### src/rtl/step_rx_pkg.sv
// Shared types and defaults for the STEP/DIR receive path (step_pulse_counter).
package step_rx_pkg;

  localparam int POS_W                  = 32;
  localparam int DEFAULT_FILTER_LEN     = 4;
  localparam int DEFAULT_TIMEOUT_CYCLES = 4000;

  typedef enum logic [1:0] {
    ST_IDLE     = 2'd0,
    ST_COUNTING = 2'd1,
    ST_DONE     = 2'd2
  } rx_state_e;

  function automatic logic [POS_W-1:0] sat_inc(input logic [POS_W-1:0] v);
    return (v == '1) ? v : v + POS_W'(1);
  endfunction

endpackage

### src/rtl/step_input_filter.sv
// Two-flop synchronizer followed by a glitch filter: the output follows the
// synchronized input only after it has held a new value for FILTER_LEN cycles.
module step_input_filter
  import step_rx_pkg::*;
#(
  parameter int FILTER_LEN = DEFAULT_FILTER_LEN
) (
  input  logic clk,
  input  logic rst,
  input  logic din,
  output logic dout
);

  localparam int CNT_W = (FILTER_LEN > 1) ? $clog2(FILTER_LEN) : 1;
  localparam logic [CNT_W-1:0] CNT_MAX = CNT_W'(FILTER_LEN - 1);

  logic             sync1_q, sync1_d;
  logic             sync2_q, sync2_d;
  logic             filt_q,  filt_d;
  logic [CNT_W-1:0] cnt_q,   cnt_d;

  always_comb begin
    // NOTE: every signal gets a default first so no path leaves it unassigned (no latch).
    sync1_d = din;
    sync2_d = sync1_q;
    filt_d  = filt_q;
    cnt_d   = '0;
    if (sync2_q != filt_q) begin
      if (cnt_q == CNT_MAX) begin
        filt_d = sync2_q;
      end else begin
        cnt_d = cnt_q + CNT_W'(1);
      end
    end
  end

  // NOTE: sequential state uses non-blocking assignments so all flops update together.
  always_ff @(posedge clk) begin
    if (rst) begin
      sync1_q <= 1'b0;
      sync2_q <= 1'b0;
      filt_q  <= 1'b0;
      cnt_q   <= '0;
    end else begin
      sync1_q <= sync1_d;
      sync2_q <= sync2_d;
      filt_q  <= filt_d;
      cnt_q   <= cnt_d;
    end
  end

  assign dout = filt_q;

endmodule

### src/rtl/step_pulse_counter.sv
// STEP/DIR receiver: position, armed step count, idle timeout, and an optional
// step-period measurement enabled by defining STEP_RX_PERIOD_EN.
module step_pulse_counter
  import step_rx_pkg::*;
#(
  parameter int FILTER_LEN     = DEFAULT_FILTER_LEN,
  parameter int TIMEOUT_CYCLES = DEFAULT_TIMEOUT_CYCLES
) (
  input  logic              clk,
  input  logic              rst,
  input  logic              step_in,
  input  logic              dir_in,
  input  logic              clear,
  input  logic              arm,
  input  logic [POS_W-1:0]  target,
  output logic [POS_W-1:0]  position,
  output logic [POS_W-1:0]  step_count,
  output logic              step_strobe,
  output logic              done,
  output logic              idle,
  output logic [POS_W-1:0]  period,
  output logic              period_valid
);

  localparam int TIMER_W = $clog2(TIMEOUT_CYCLES + 1);
  localparam logic [TIMER_W-1:0] TIMER_MAX = TIMER_W'(TIMEOUT_CYCLES);

  logic step_f;
  logic dir_f;
  logic rise;
  logic accept;

  step_input_filter #(.FILTER_LEN(FILTER_LEN)) u_step_filter (
    .clk  (clk),
    .rst  (rst),
    .din  (step_in),
    .dout (step_f)
  );

  step_input_filter #(.FILTER_LEN(FILTER_LEN)) u_dir_filter (
    .clk  (clk),
    .rst  (rst),
    .din  (dir_in),
    .dout (dir_f)
  );

  rx_state_e          state_q,     state_d;
  logic [POS_W-1:0]   target_q,    target_d;
  logic [POS_W-1:0]   position_q,  position_d;
  logic [POS_W-1:0]   count_q,     count_d;
  logic               strobe_q,    strobe_d;
  logic               step_prev_q, step_prev_d;
  logic [TIMER_W-1:0] timer_q,     timer_d;
  logic [POS_W-1:0]   count_inc;

  // A step coincident with clear is dropped entirely.
  assign rise      = step_f & ~step_prev_q;
  assign accept    = rise & ~clear;
  assign count_inc = sat_inc(count_q);

  always_comb begin
    state_d     = state_q;
    target_d    = target_q;
    position_d  = position_q;
    count_d     = count_q;
    step_prev_d = step_f;
    strobe_d    = accept;
    timer_d     = timer_q;

    if (accept) begin
      position_d = dir_f ? position_q + POS_W'(1) : position_q - POS_W'(1);
    end

    unique case (state_q)
      ST_IDLE: ;
      ST_COUNTING: begin
        if (accept) begin
          count_d = count_inc;
          if (count_inc == target_q) begin
            state_d = ST_DONE;
          end
        end
      end
      ST_DONE: begin
        if (accept) begin
          count_d = count_inc;
        end
      end
      default: state_d = ST_IDLE;
    endcase

    // Arm restarts the count but still counts a coincident step.
    if (arm) begin
      target_d = target;
      count_d  = rise ? POS_W'(1) : '0;
      state_d  = (target == count_d) ? ST_DONE : ST_COUNTING;
    end

    if (clear) begin
      state_d    = ST_IDLE;
      position_d = '0;
      count_d    = '0;
    end

    if (accept) begin
      timer_d = '0;
    end else if (timer_q != TIMER_MAX) begin
      timer_d = timer_q + TIMER_W'(1);
    end
  end

  // NOTE: reset is synchronous and active-high, sampled only on the clock edge.
  always_ff @(posedge clk) begin
    if (rst) begin
      state_q     <= ST_IDLE;
      target_q    <= '0;
      position_q  <= '0;
      count_q     <= '0;
      strobe_q    <= 1'b0;
      step_prev_q <= 1'b0;
      timer_q     <= TIMER_MAX;
    end else begin
      state_q     <= state_d;
      target_q    <= target_d;
      position_q  <= position_d;
      count_q     <= count_d;
      strobe_q    <= strobe_d;
      step_prev_q <= step_prev_d;
      timer_q     <= timer_d;
    end
  end

  assign position    = position_q;
  assign step_count  = count_q;
  assign step_strobe = strobe_q;
  assign done        = (state_q == ST_DONE);
  assign idle        = (timer_q == TIMER_MAX);

`ifdef STEP_RX_PERIOD_EN
  logic [POS_W-1:0] per_cnt_q, per_cnt_d;
  logic [POS_W-1:0] period_q,  period_d;
  logic             seen_q,    seen_d;
  logic             valid_q,   valid_d;

  always_comb begin
    per_cnt_d = sat_inc(per_cnt_q);
    period_d  = period_q;
    seen_d    = seen_q;
    valid_d   = valid_q;
    if (accept) begin
      period_d  = sat_inc(per_cnt_q);
      per_cnt_d = '0;
      seen_d    = 1'b1;
      valid_d   = seen_q;
    end
    if (clear) begin
      per_cnt_d = '0;
      period_d  = '0;
      seen_d    = 1'b0;
      valid_d   = 1'b0;
    end
  end

  always_ff @(posedge clk) begin
    if (rst) begin
      per_cnt_q <= '0;
      period_q  <= '0;
      seen_q    <= 1'b0;
      valid_q   <= 1'b0;
    end else begin
      per_cnt_q <= per_cnt_d;
      period_q  <= period_d;
      seen_q    <= seen_d;
      valid_q   <= valid_d;
    end
  end

  assign period       = period_q;
  assign period_valid = valid_q;
`else
  assign period       = '0;
  assign period_valid = 1'b0;
`endif

endmodule
### config.mk
export PLATFORM = sky130hd
export DESIGN_NAME = step_pulse_counter
export DESIGN_NICKNAME = d
export VERILOG_FILES = /design/src/rtl/step_rx_pkg.sv /design/src/rtl/step_input_filter.sv /design/src/rtl/step_pulse_counter.sv
export SDC_FILE = /design/constraint.sdc
export NUM_CORES = 1
export LEC_CHECK = 0
export BUFFER_PORTS_ARGS = -buffer_cell sky130_fd_sc_hd__buf_4
export CORE_MARGIN = 4
export CORE_UTILIZATION = 30
export DETAILED_ROUTE_END_ITERATION = 10
export GPL_ROUTABILITY_DRIVEN = 1
export SYNTH_ARGS = -nofsm -noshare
export SYNTH_HDL_FRONTEND = slang
export SYNTH_SLANG_ARGS = --single-unit
### constraint.sdc
create_clock -name clk -period 8.1 [get_ports clk]
set_clock_uncertainty 0.2 [all_clocks]
set_input_delay 2.025 -clock clk [delete_from_list [all_inputs] [get_ports clk]]
set_output_delay 2.025 -clock clk [all_outputs]
set_load 0.005 [all_outputs]
==> impl_metrics.json, run 1 <==
{
  "irDropWorstVdd_mv": 0.118,
  "final_util_pct": 36.3,
  "path_class": "flop to primary output",
  "post_drt_wl_per_cell_um": 16.4,
  "drc": 0,
  "coreArea_sq_mm": 0.0263,
  "status": "finished clean",
  "finalWirelength_um": 23400,
  "via_per_inst": 5.22,
  "io_pins": 138,
  "hold_viol_final": 0,
  "avgSynthCellArea_sq_um": 8.16,
  "die_h_um": 172,
  "tns_ns": 0,
  "drive_above_1_share_pct": 15.9,
  "synthTopCellsByArea": "dfxtp_1 30%, xnor2_1 6.0%, ha_1 5.9%",
  "clkTransAtPathRegs_ns": 0.06,
  "period_share_pct": 48.4,
  "cts_max_level": 4,
  "yosysTopAreaCellShare_pct": 30.2,
  "cts_resized": 0,
  "clk_latency_ns": 0.42,
  "hold_slack_ns": 0.220,
  "maxCapViolations": 0,
  "multi_input_area_sq_mm": 0.00522,
  "tightest_slew_ns": 0.679,
  "numCtsBuffers": 17,
  "n_antenna_cell": 0,
  "vias": 7440,
  "hp-class": "flop to flop",
  "path_cells": "inv_1 -> ha_1 -> nand3_1 -> nor4b_1 -> nand3_1 -> inv_1 -> buf_4",
  "rsz0062_at_grt": "false",
  "grtUsageTotal_pct": 15.6,
  "syn_area_sq_mm": 0.00810,
  "report.final.slew_viol_count": 0,
  "cts_tree": "yes",
  "synth_ff_type": "dfxtp_1",
  "dpl_cell_area_sq_mm": 0.00899,
  "clock.fmax_ghz": 0.255,
  "nFillCells": 2694,
  "crit-reg2reg-launch": "u_dir_filter.dout$_SDFFE_PP0P_",
  "drt-initial-drc-count": 546,
  "crit_path_max_incr_delay_ns": 0.34,
  "portBuffers": 104,
  "min_from": "u_dir_filter.cnt_q[0]$_SDFF_PP0_",
  "ant_nets": 0,
  "cts_hold_buf": 0,
  "cts_sinks": 122,
  "async_reset_ff_share_pct": 0,
  "cts-root-buf": "clkbuf_16",
  "worst_ep_arrival_time_ns": 1.69,
  "cts_buffer_depth": 2,
  "cp-start-kind": "flop",
  "period_needed_ns": 3.92,
  "yosys.area.top_type": "dfxtp_1",
  "grt_start_max_net_pins": 52,
  "startpoint": "timer_q[0]$_SDFFE_PP0N_",
  "synth_cells": 992,
  "areaGrowthSynthToFinish_pct": 17.8,
  "path_max_fanout": 4,
  "grt-ovfl-total": 0,
  "slew_headroom_pct": 54.7,
  "place_congestion": 0.920,
  "ys_seq_elements": 122,
  "post-cts-setup-buffers": 0,
  "layout.nets": 1155,
  "num_rows": 59,
  "grt_pass1_vias": 6782,
  "synth_warnings": 0,
  "final_area_sq_mm": 0.00954,
  "synth_enable_flop_cells": 0,
  "initial_core_util_pct": 30.8,
  "die_w_um": 172,
  "power_density_mw_per_mm2": 151,
  "synth.distinct_cells": 81,
  "dp_hpwl_um": 17400,
  "grt_pass1_wl_um": 36900,
  "required_ns": 5.88,
  "cp_slowest_cell": "dfxtp_1",
  "drtPass1Iterations": 5,
  "dieArea_sq_mm": 0.0297,
  "p_leak_nw": 3.89,
  "antenna_found_initial": 1,
  "fin_total_pwr_mw": 1.44,
  "worstSetupEndpointType": "primary output",
  "seq_area_frac_synth_pct": 30.2,
  "seq_area_sq_mm": 0.00244,
  "finalSetupViolations": 0
}
-- final timing paths --
check,slack (ns),endpoint,cells after the start
hold reg to reg,0.22,u_dir_filter.cnt_q[0]$_SDFF_PP0_,1
setup reg to reg,4.42,position[29]$_SDFFE_PP0P_,12
setup / recovery,4.18,idle,7
hold / removal,0.22,u_dir_filter.cnt_q[0]$_SDFF_PP0_,1
-- worst max-delay path, delay by kind of cell (launching register included) --
family | cells | cell delay [ns]
fa+ha+maj | 1 | 0.14
buf+inv | 3 | 0.30
flops | 1 | 0.34
simple gates | 3 | 0.51
-- layout by cell type, fill, tap and decap left out, types with 4 or more instances in the layout --
cell | synthesis | routed
a211oi_1 | 5 | 5
nor4_1 | 12 | 12
clkinv_2 | 0 | 4
dfxtp_1 | 122 | 122
clkbuf_16 | 0 | 17
nand2_1 | 93 | 93
or2_2 | 5 | 5
nand2b_1 | 8 | 8
conb_1 | 1 | 33
nand4_1 | 25 | 25
a31oi_1 | 10 | 10
buf_4 | 34 | 108
nand3b_1 | 6 | 6
and4_4 | 4 | 4
a21oi_1 | 67 | 67
and2_1 | 8 | 8
and3_1 | 22 | 22
xnor2_1 | 55 | 55
a21o_1 | 24 | 24
clkinvlp_4 | 0 | 4
a311oi_1 | 4 | 4
nor2b_1 | 7 | 6
nor2_1 | 105 | 105
o21ai_1 | 4 | 4
o21ai_0 | 34 | 34
o22ai_1 | 4 | 4
o211ai_1 | 8 | 8
a211o_1 | 5 | 5
inv_1 | 24 | 24
o2111a_1 | 4 | 4
nand3_1 | 38 | 38
a21boi_0 | 5 | 5
ha_1 | 38 | 38
xor2_1 | 35 | 35
nor3_1 | 17 | 17
or3_1 | 17 | 17
mux2i_1 | 37 | 37
-- where the power goes --
part           leakage (nW)  switching (mW)  internal [mW]  total (mW)
clock                 0.262           0.298          0.422       0.720
combinational          2.64          0.0526         0.0434      0.0960
sequential            0.990          0.0125          0.613       0.625
total                  3.89           0.363           1.08        1.44
-- routing by layer --
| layer | routed length (um) | vias to the layer above | GRT usage, % |
|---|---|---|---|
| met5 | 20 | - | 0 |
| met4 | 450 | 2 | 4.58 |
| met3 | 1460 | 33 | 3.45 |
| met2 | 10700 | 250 | 25.1 |
| met1 | 10800 | 3476 | 21.1 |
| li1 | - | 3679 | - |
-- sequential cells by signal, indices dropped and copies added (netlist names) --
register               cells
u_step_filter.dout         1
u_step_filter.cnt_q        2
u_step_filter.sync1_q      1
timer_q                   12
u_dir_filter.dout          1
u_dir_filter.sync1_q       1
u_dir_filter.cnt_q         2
step_count                32
position                  32
u_step_filter.sync2_q      1
step_strobe                1
target_q                  32
u_dir_filter.sync2_q       1
state_q                    2
step_prev_q                1
-- synthesized netlist by cell type, types with 4 or more instances --
| cell type | number |
|---|---|
| nand4_1 | 25 |
| buf_1 | 6 |
| nor2_1 | 105 |
| nor4_1 | 12 |
| and4_4 | 4 |
| nand3b_1 | 6 |
| ha_1 | 38 |
| o22ai_1 | 4 |
| and3_1 | 22 |
| o21ai_1 | 4 |
| a21oi_1 | 67 |
| o2111a_1 | 4 |
| buf_6 | 4 |
| dfxtp_1 | 122 |
| a311oi_1 | 4 |
| xor2_1 | 35 |
| or3_1 | 17 |
| a21boi_0 | 5 |
| o211ai_1 | 8 |
| o21ai_0 | 34 |
| or2_2 | 5 |
| nand2b_1 | 8 |
| a21o_1 | 24 |
| clkbuf_1 | 21 |
| a211oi_1 | 5 |
| nor3_1 | 17 |
| inv_1 | 24 |
| nand3_1 | 38 |
| buf_4 | 34 |
| a31oi_1 | 10 |
| xnor2_1 | 55 |
| nor2b_1 | 7 |
| a211o_1 | 5 |
| mux2i_1 | 37 |
| buf_2 | 6 |
| nand2_1 | 93 |
| and2_1 | 8 |
-- per-stage QoR --
step                      instances  setup slack, ns
after floorplan                1024             4.28
after global placement         1394             3.82
after detailed placement       1394             3.76
after CTS                      1426             4.12
after global routing           1426             3.95
final                          1426             4.18
-- cell type report --
| class | instances | area share [%] |
|---|---|---|
| repair buffers | 108 | 8.50 |
| flip-flops and latches | 122 | 25.6 |
| clock buffers | 18 | 4.50 |
| inverters | 24 | 0.944 |
| multi-input cells | 805 | 54.8 |
| well taps | 335 | 4.39 |
| clock inverters | 14 | 1.30 |
-- cells by family after synthesis --
family / count (synthesis) / synth area share (%)
other: 1 / 0.0463
buffers and inverters: 97 / 6.82
muxes: 39 / 4.85
and+or+nand+nor: 393 / 24.6
DFF: 122 / 30.2
xor gates and xnor gates: 91 / 9.94
AOI/OAI and AO/OA: 210 / 17.4
adders and majority gates: 39 / 6.12
Note: power is estimated with default switching activity, not from simulation.
==> inputs of run 2 (changes only) <==
clock period = 3.3 ns   (was 8.1 ns; I/O delays follow)
==> impl_metrics.json, run 2 (synthesized netlist as in run 1, its figures left out) <==
{
  "num_rows": 59,
  "irDropWorstVdd_mv": 0.187,
  "r2r_setup_slack_ns": 0.13,
  "worstSetupEndpointType": "flop",
  "layout_common_cells": "151 x buf_4, 120 x dfxtp_1, 105 x nor2_1, 93 x nand2_1, 65 x a21oi_1",
  "maxCapViolations": 0,
  "drtPass1Iterations": 6,
  "grtUsageTotal_pct": 16.5,
  "worst_ep_arrival_time_ns": 3.31,
  "rsz0062_at_grt": "true",
  "cts_tree": "yes",
  "slew_headroom_pct": 65.9,
  "areaGrowthSynthToFinish_pct": 23.4,
  "dieArea_sq_mm": 0.0297,
  "period_share_pct": 95.9,
  "place_congestion": 0.956,
  "cts_max_level": 4,
  "grt_pass1_vias": 7154,
  "portBuffers": 104,
  "finalSetupViolations": 0,
  "grt-ovfl-total": 0,
  "report.final.slew_viol_count": 0,
  "pre_cts_slack_ns": -0.280,
  "globalRouteMet1Util_pct": 22.4,
  "clk_latency_ns": 0.43,
  "grt_busiest_layer": "met2",
  "vias": 7659,
  "numCtsBuffers": 17,
  "crit-reg2reg-launch": "step_count[18]$_SDFFE_PP0P_",
  "die_w_um": 172,
  "p_leak_nw": 4.13,
  "path_max_fanout": 7,
  "die_h_um": 172,
  "finalWirelength_um": 25000,
  "grt_util_met2_pct": 26.4,
  "hp-class": "flop to flop",
  "setup_ws_ns": 0.134,
  "cts-root-buf": "clkbuf_16",
  "drt-initial-drc-count": 519,
  "cts_hold_buf": 0,
  "grt_start_max_net_pins": 50,
  "antenna_found_initial": 2,
  "clock.fmax_ghz": 0.316,
  "hold_viol_final": 0,
  "whs_endpoint": "u_dir_filter.cnt_q[0]$_SDFF_PP0_",
  "power_density_mw_per_mm2": 357,
  "drive_above_1_share_pct": 20.6,
  "initial_core_util_pct": 30.8,
  "final_util_pct": 38.0,
  "min_from": "u_dir_filter.cnt_q[0]$_SDFF_PP0_",
  "via_per_inst": 5.21,
  "status": "finished clean",
  "cp-start-kind": "flop",
  "ant_nets": 0,
  "use_met3_pct": 3.41,
  "coreArea_sq_mm": 0.0263,
  "post_drt_wl_per_cell_um": 17.0,
  "cts_buffer_depth": 2,
  "io_pins": 138,
  "required_ns": 3.44,
  "tns_ns": 0,
  "min_path_cells": 1,
  "drc": 0,
  "layout.nets": 1199,
  "cts_sinks": 122,
  "reg2reg_depth": 8,
  "grt_pass1_wl_um": 38900,
  "clkTransAtPathRegs_ns": 0.06,
  "dp_hpwl_um": 18600,
  "path_class": "flop to flop",
  "final_common_cell": "buf_4",
  "tightest_slew_ns": 0.511,
  "period_needed_ns": 3.17,
  "rr_endpoint": "state_q[1]$_SDFFE_PP0P_"
}
==> run 2: cell count changes in the layout (fill, tap and decap cells not counted), moves of 2 or more <==
cell | before | now
dfxtp_2 | 0 | 2
a21oi_2 | 1 | 3
dfxtp_1 | 122 | 120
ha_4 | 0 | 3
ha_1 | 38 | 33
clkinvlp_4 | 4 | 6
ha_2 | 0 | 2
buf_4 | 108 | 151
a21oi_1 | 67 | 65
==> run 2: repair_timing <==
| action | CTS | global route |
|---|---|---|
| endpoints found under the setup margin | 3 | 10 |
| setup buffers | 1 | 2 |
| resized for setup | 1 | 17 |
| pin swaps | 0 | 3 |
==> run 2: how the worst max path moves through the flow <==
| stage | cells after the start | slack (ns) | from | endpoint |
|---|---|---|---|---|
| 3_3_place_gp | 10 | -0.19 | clear | state_q[1]$_SDFFE_PP0P_ |
| 5_1_grt | 13 | -0.06 | u_dir_filter.dout$_SDFFE_PP0P_ | position[28]$_SDFFE_PP0P_ |
| 2_1_floorplan | 11 | -0.007 | u_dir_filter.dout$_SDFFE_PP0P_ | position[29]$_SDFFE_PP0P_ |
| 3_5_place_dp | 10 | -0.28 | clear | state_q[1]$_SDFFE_PP0P_ |
| 6_report | 8 | 0.13 | step_count[18]$_SDFFE_PP0P_ | state_q[1]$_SDFFE_PP0P_ |
| 4_1_cts | 12 | 0.01 | u_dir_filter.dout$_SDFFE_PP0P_ | position[29]$_SDFFE_PP0P_ |
==> run 2: where the power goes <==
part	leakage [nW]	total [mW]	internal, mW	switching (mW)
Combinational	2.88	0.242	0.111	0.132
Clock	0.257	1.79	1.03	0.757
Sequential	0.991	1.54	1.50	0.0320
==> run 2: per-stage QoR <==
step | cell area (sq um) | power, mW | cells | hold slack [ns]
after floorplan | 8220 | 1.74 | 1024 | 0.197
after global placement | 9290 | 1.81 | 1435 | 0.206
after detailed placement | 9290 | 1.81 | 1435 | 0.214
after CTS | 9870 | 3.60 | 1467 | 0.224
after global routing | 9990 | 3.70 | 1470 | 0.254
final | 9990 | 3.57 | 1470 | 0.218
==> run 2: area by class of cell <==
| cell class | instances | area [sq um] |
|---|---|---|
| Tap cell | 335 | 419 |
| Clock inverter | 14 | 126 |
| Antenna cell | 1 | 2.50 |
| Inverter | 24 | 93.8 |
| Multi-Input combinational cell | 805 | 5320 |
| Fill cell | 2756 | 16300 |
| Sequential cell | 122 | 2440 |
| Clock buffer | 17 | 425 |
| Timing Repair Buffer | 152 | 1150 |
==> run 2: critical path, stage by stage (launching register included) <==
cell,delay (ns)
dfxtp_1,0.48
and3_1,0.30
and4_1,0.44
nand2_1,0.20
o41ai_1,0.40
o2111ai_1,0.29
nor4_2,0.37
a21bo_1,0.20
mux2i_1,0.21
==> run 2: routing by layer <==
| layer | vias to the layer above | routed length [um] |
|---|---|---|
| met5 | - | 11 |
| met4 | 2 | 515 |
| met3 | 33 | 1440 |
| met2 | 249 | 11500 |
| met1 | 3614 | 11600 |
| li1 | 3761 | - |
==> inputs of run 3 (changes only) <==
CORE_UTILIZATION = 45   (was 30)
PLACE_DENSITY = 0.69   (was default)
==> impl_metrics.json, run 3 (synthesized netlist as in run 1, its figures left out) <==
{
  "power_density_mw_per_mm2": 365,
  "combinationalPowerShare_pct": 6.6,
  "cts_max_level": 4,
  "cp_slowest_cell": "or4_1",
  "tightest_slew_ns": 0.599,
  "path_class": "flop to flop",
  "die_w_um": 142,
  "cts-root-buf": "clkbuf_16",
  "swShare_pct": 22.8,
  "hold_viol_final": 0,
  "drt-initial-drc-count": 498,
  "place_congestion": 0.970,
  "p_leak_nw": 4.17,
  "drive_above_1_share_pct": 20.0,
  "drc": 0,
  "die_h_um": 142,
  "required_ns": 3.46,
  "grt_pass1_wl_um": 37200,
  "clkTransAtPathRegs_ns": 0.05,
  "reg2reg_depth": 12,
  "pwr-share-seq_pct": 42.7,
  "fin_total_pwr_mw": 3.60,
  "irDropWorstVdd_mv": 0.373,
  "globalRouteMet1Util_pct": 28.7,
  "grt_busiest_layer": "met2",
  "cp-start-kind": "flop",
  "grt_util_met2_pct": 38.0,
  "layout.nets": 1200,
  "io_pins": 138,
  "worst_ep_arrival_time_ns": 3.33,
  "period_needed_ns": 3.17,
  "worstSetupEndpoint": "position[29]$_SDFFE_PP0P_",
  "maxCapViolations": 0,
  "worstSetupEndpointType": "flop",
  "crit-reg2reg-launch": "u_dir_filter.dout$_SDFFE_PP0P_",
  "grt_start_max_net_pins": 32,
  "final_common_cell": "buf_4",
  "cts_buffer_depth": 2,
  "cts_sinks": 122,
  "clock.fmax_ghz": 0.315,
  "power_report.internal_total_mw": 2.78,
  "dpl_cell_area_sq_mm": 0.00916,
  "use_met3_pct": 5.34,
  "via_per_inst": 5.68,
  "n_antenna_cell": 0,
  "slew_headroom_pct": 59.8,
  "path_max_fanout": 15,
  "period_share_pct": 96.2,
  "grt-ovfl-total": 0,
  "p_sw_mw": 0.821,
  "critPathMostFrequentCell": "a31oi_1",
  "antenna_found_initial": 0,
  "post_drt_wl_per_cell_um": 17.2,
  "cts_hold_buf": 0,
  "status": "finished clean",
  "rr_endpoint": "position[29]$_SDFFE_PP0P_",
  "power_frac_clock_pct": 50.7,
  "final_area_sq_mm": 0.00987,
  "path_cells": "clkinvlp_4 -> buf_12 -> ha_2 -> a21o_1 -> a31oi_1 -> and3_1 -> a21oi_2 -> a31oi_1 -> o41ai_4 -> a311oi_2 -> or4_1 -> nand3_1",
  "finalWirelength_um": 23400,
  "report.final.slew_viol_count": 0,
  "dp_hpwl_um": 17500,
  "portBuffers": 104,
  "r2r_setup_slack_ns": 0.13,
  "numCtsBuffers": 17,
  "num_rows": 48,
  "startpoint": "u_dir_filter.dout$_SDFFE_PP0P_",
  "drtPass1Iterations": 7,
  "clk_latency_ns": 0.42,
  "finalSetupViolations": 0,
  "coreArea_sq_mm": 0.0175,
  "areaGrowthSynthToFinish_pct": 21.9,
  "initial_core_util_pct": 46.3,
  "grtUsageTotal_pct": 22.8,
  "hp-class": "flop to flop",
  "cts_tree": "yes",
  "grt_pass1_vias": 7355,
  "dieArea_sq_mm": 0.0202,
  "vias": 7726,
  "layout_common_cells": "151 x buf_4, 121 x dfxtp_1, 105 x nor2_1, 93 x nand2_1, 67 x a21oi_1",
  "ant_nets": 0,
  "crit_path_max_incr_delay_ns": 0.48
}
-- run 3: cell count changes in the layout (fill, tap and decap cells not counted), moves of 2 or more --
cell        change
a21oi_2         -2
a21oi_1         +2
clkinvlp_4      -4
ha_2            +2
ha_1            -2
clkbuf_8        +3
clkbuf_1        +4
clkinv_4        -3
-- run 3: how the worst min path moves through the flow --
stage                                            from                                 to  depth (start not counted)
finish               u_dir_filter.cnt_q[0]$_SDFF_PP0_   u_dir_filter.cnt_q[0]$_SDFF_PP0_                          1
global route          u_dir_filter.sync1_q$_SDFF_PP0_    u_dir_filter.sync2_q$_SDFF_PP0_                          1
CTS                  u_dir_filter.cnt_q[0]$_SDFF_PP0_   u_dir_filter.cnt_q[0]$_SDFF_PP0_                          1
detailed placement   u_dir_filter.cnt_q[0]$_SDFF_PP0_   u_dir_filter.cnt_q[0]$_SDFF_PP0_                          1
global placement    u_step_filter.cnt_q[0]$_SDFF_PP0_  u_step_filter.cnt_q[0]$_SDFF_PP0_                          1
floorplan            u_dir_filter.cnt_q[0]$_SDFF_PP0_   u_dir_filter.cnt_q[0]$_SDFF_PP0_                          1
-- run 3: area by class of cell --
type | count | area (sq um)
fillers | 1643 | 7610
multi-input cells | 805 | 5310
flip-flops and latches | 122 | 2440
repair buffers | 153 | 1160
clock buffers | 24 | 482
well taps | 225 | 282
inverters | 24 | 93.8
clock inverters | 7 | 91.3
-- run 3: repair_timing --
action	CTS	global route
pin swaps	0	3
endpoints found under the hold margin	0	0
gates cloned	0	0
setup endpoints to repair	3	6
gates resized for setup	3	14
buffers inserted	1	2
-- run 3: per-stage QoR --
step	util, %	TNS [ns]	setup WS [ns]	cells	hold WS (ns)
after detailed placement	52.4	-0.184	-0.0955	1326	0.215
after floorplan	-	-0.00730	-0.00730	1024	0.197
after CTS	55.9	0	0.0444	1358	0.223
final	56.5	0	0.126	1360	0.220
after global routing	56.5	-0.0444	-0.0444	1360	0.248
after global placement	52.4	-0.103	-0.0537	1326	0.209
-- run 3: layer usage --
| metal | wire [um] | share of wire [%] |
|---|---|---|
| met5 | 0 | 0 |
| met4 | 774 | 3.3 |
| met3 | 1660 | 7.1 |
| met2 | 10800 | 46 |
| met1 | 10200 | 43 |
-- run 3: worst max-delay path, delay by kind of cell (launching register included) --
kind,cells,cell delay [ns]
flip-flops,1,0.37
AO/OA/AOI/OAI,6,1.13
AND/OR/NAND/NOR,3,0.74
buffers and inverters,2,0.28
adder cells (fa/ha/maj),1,0.39
-- run 3: power by group through the flow --
stage	combinational (mW)	clock, mW	sequential [mW]
CTS	0.239	1.86	1.54
detailed placement	0.237	0	1.57
global placement	0.235	0	1.57
finish	0.239	1.83	1.54
floorplan	0.183	0	1.56
global route	0.266	1.94	1.54
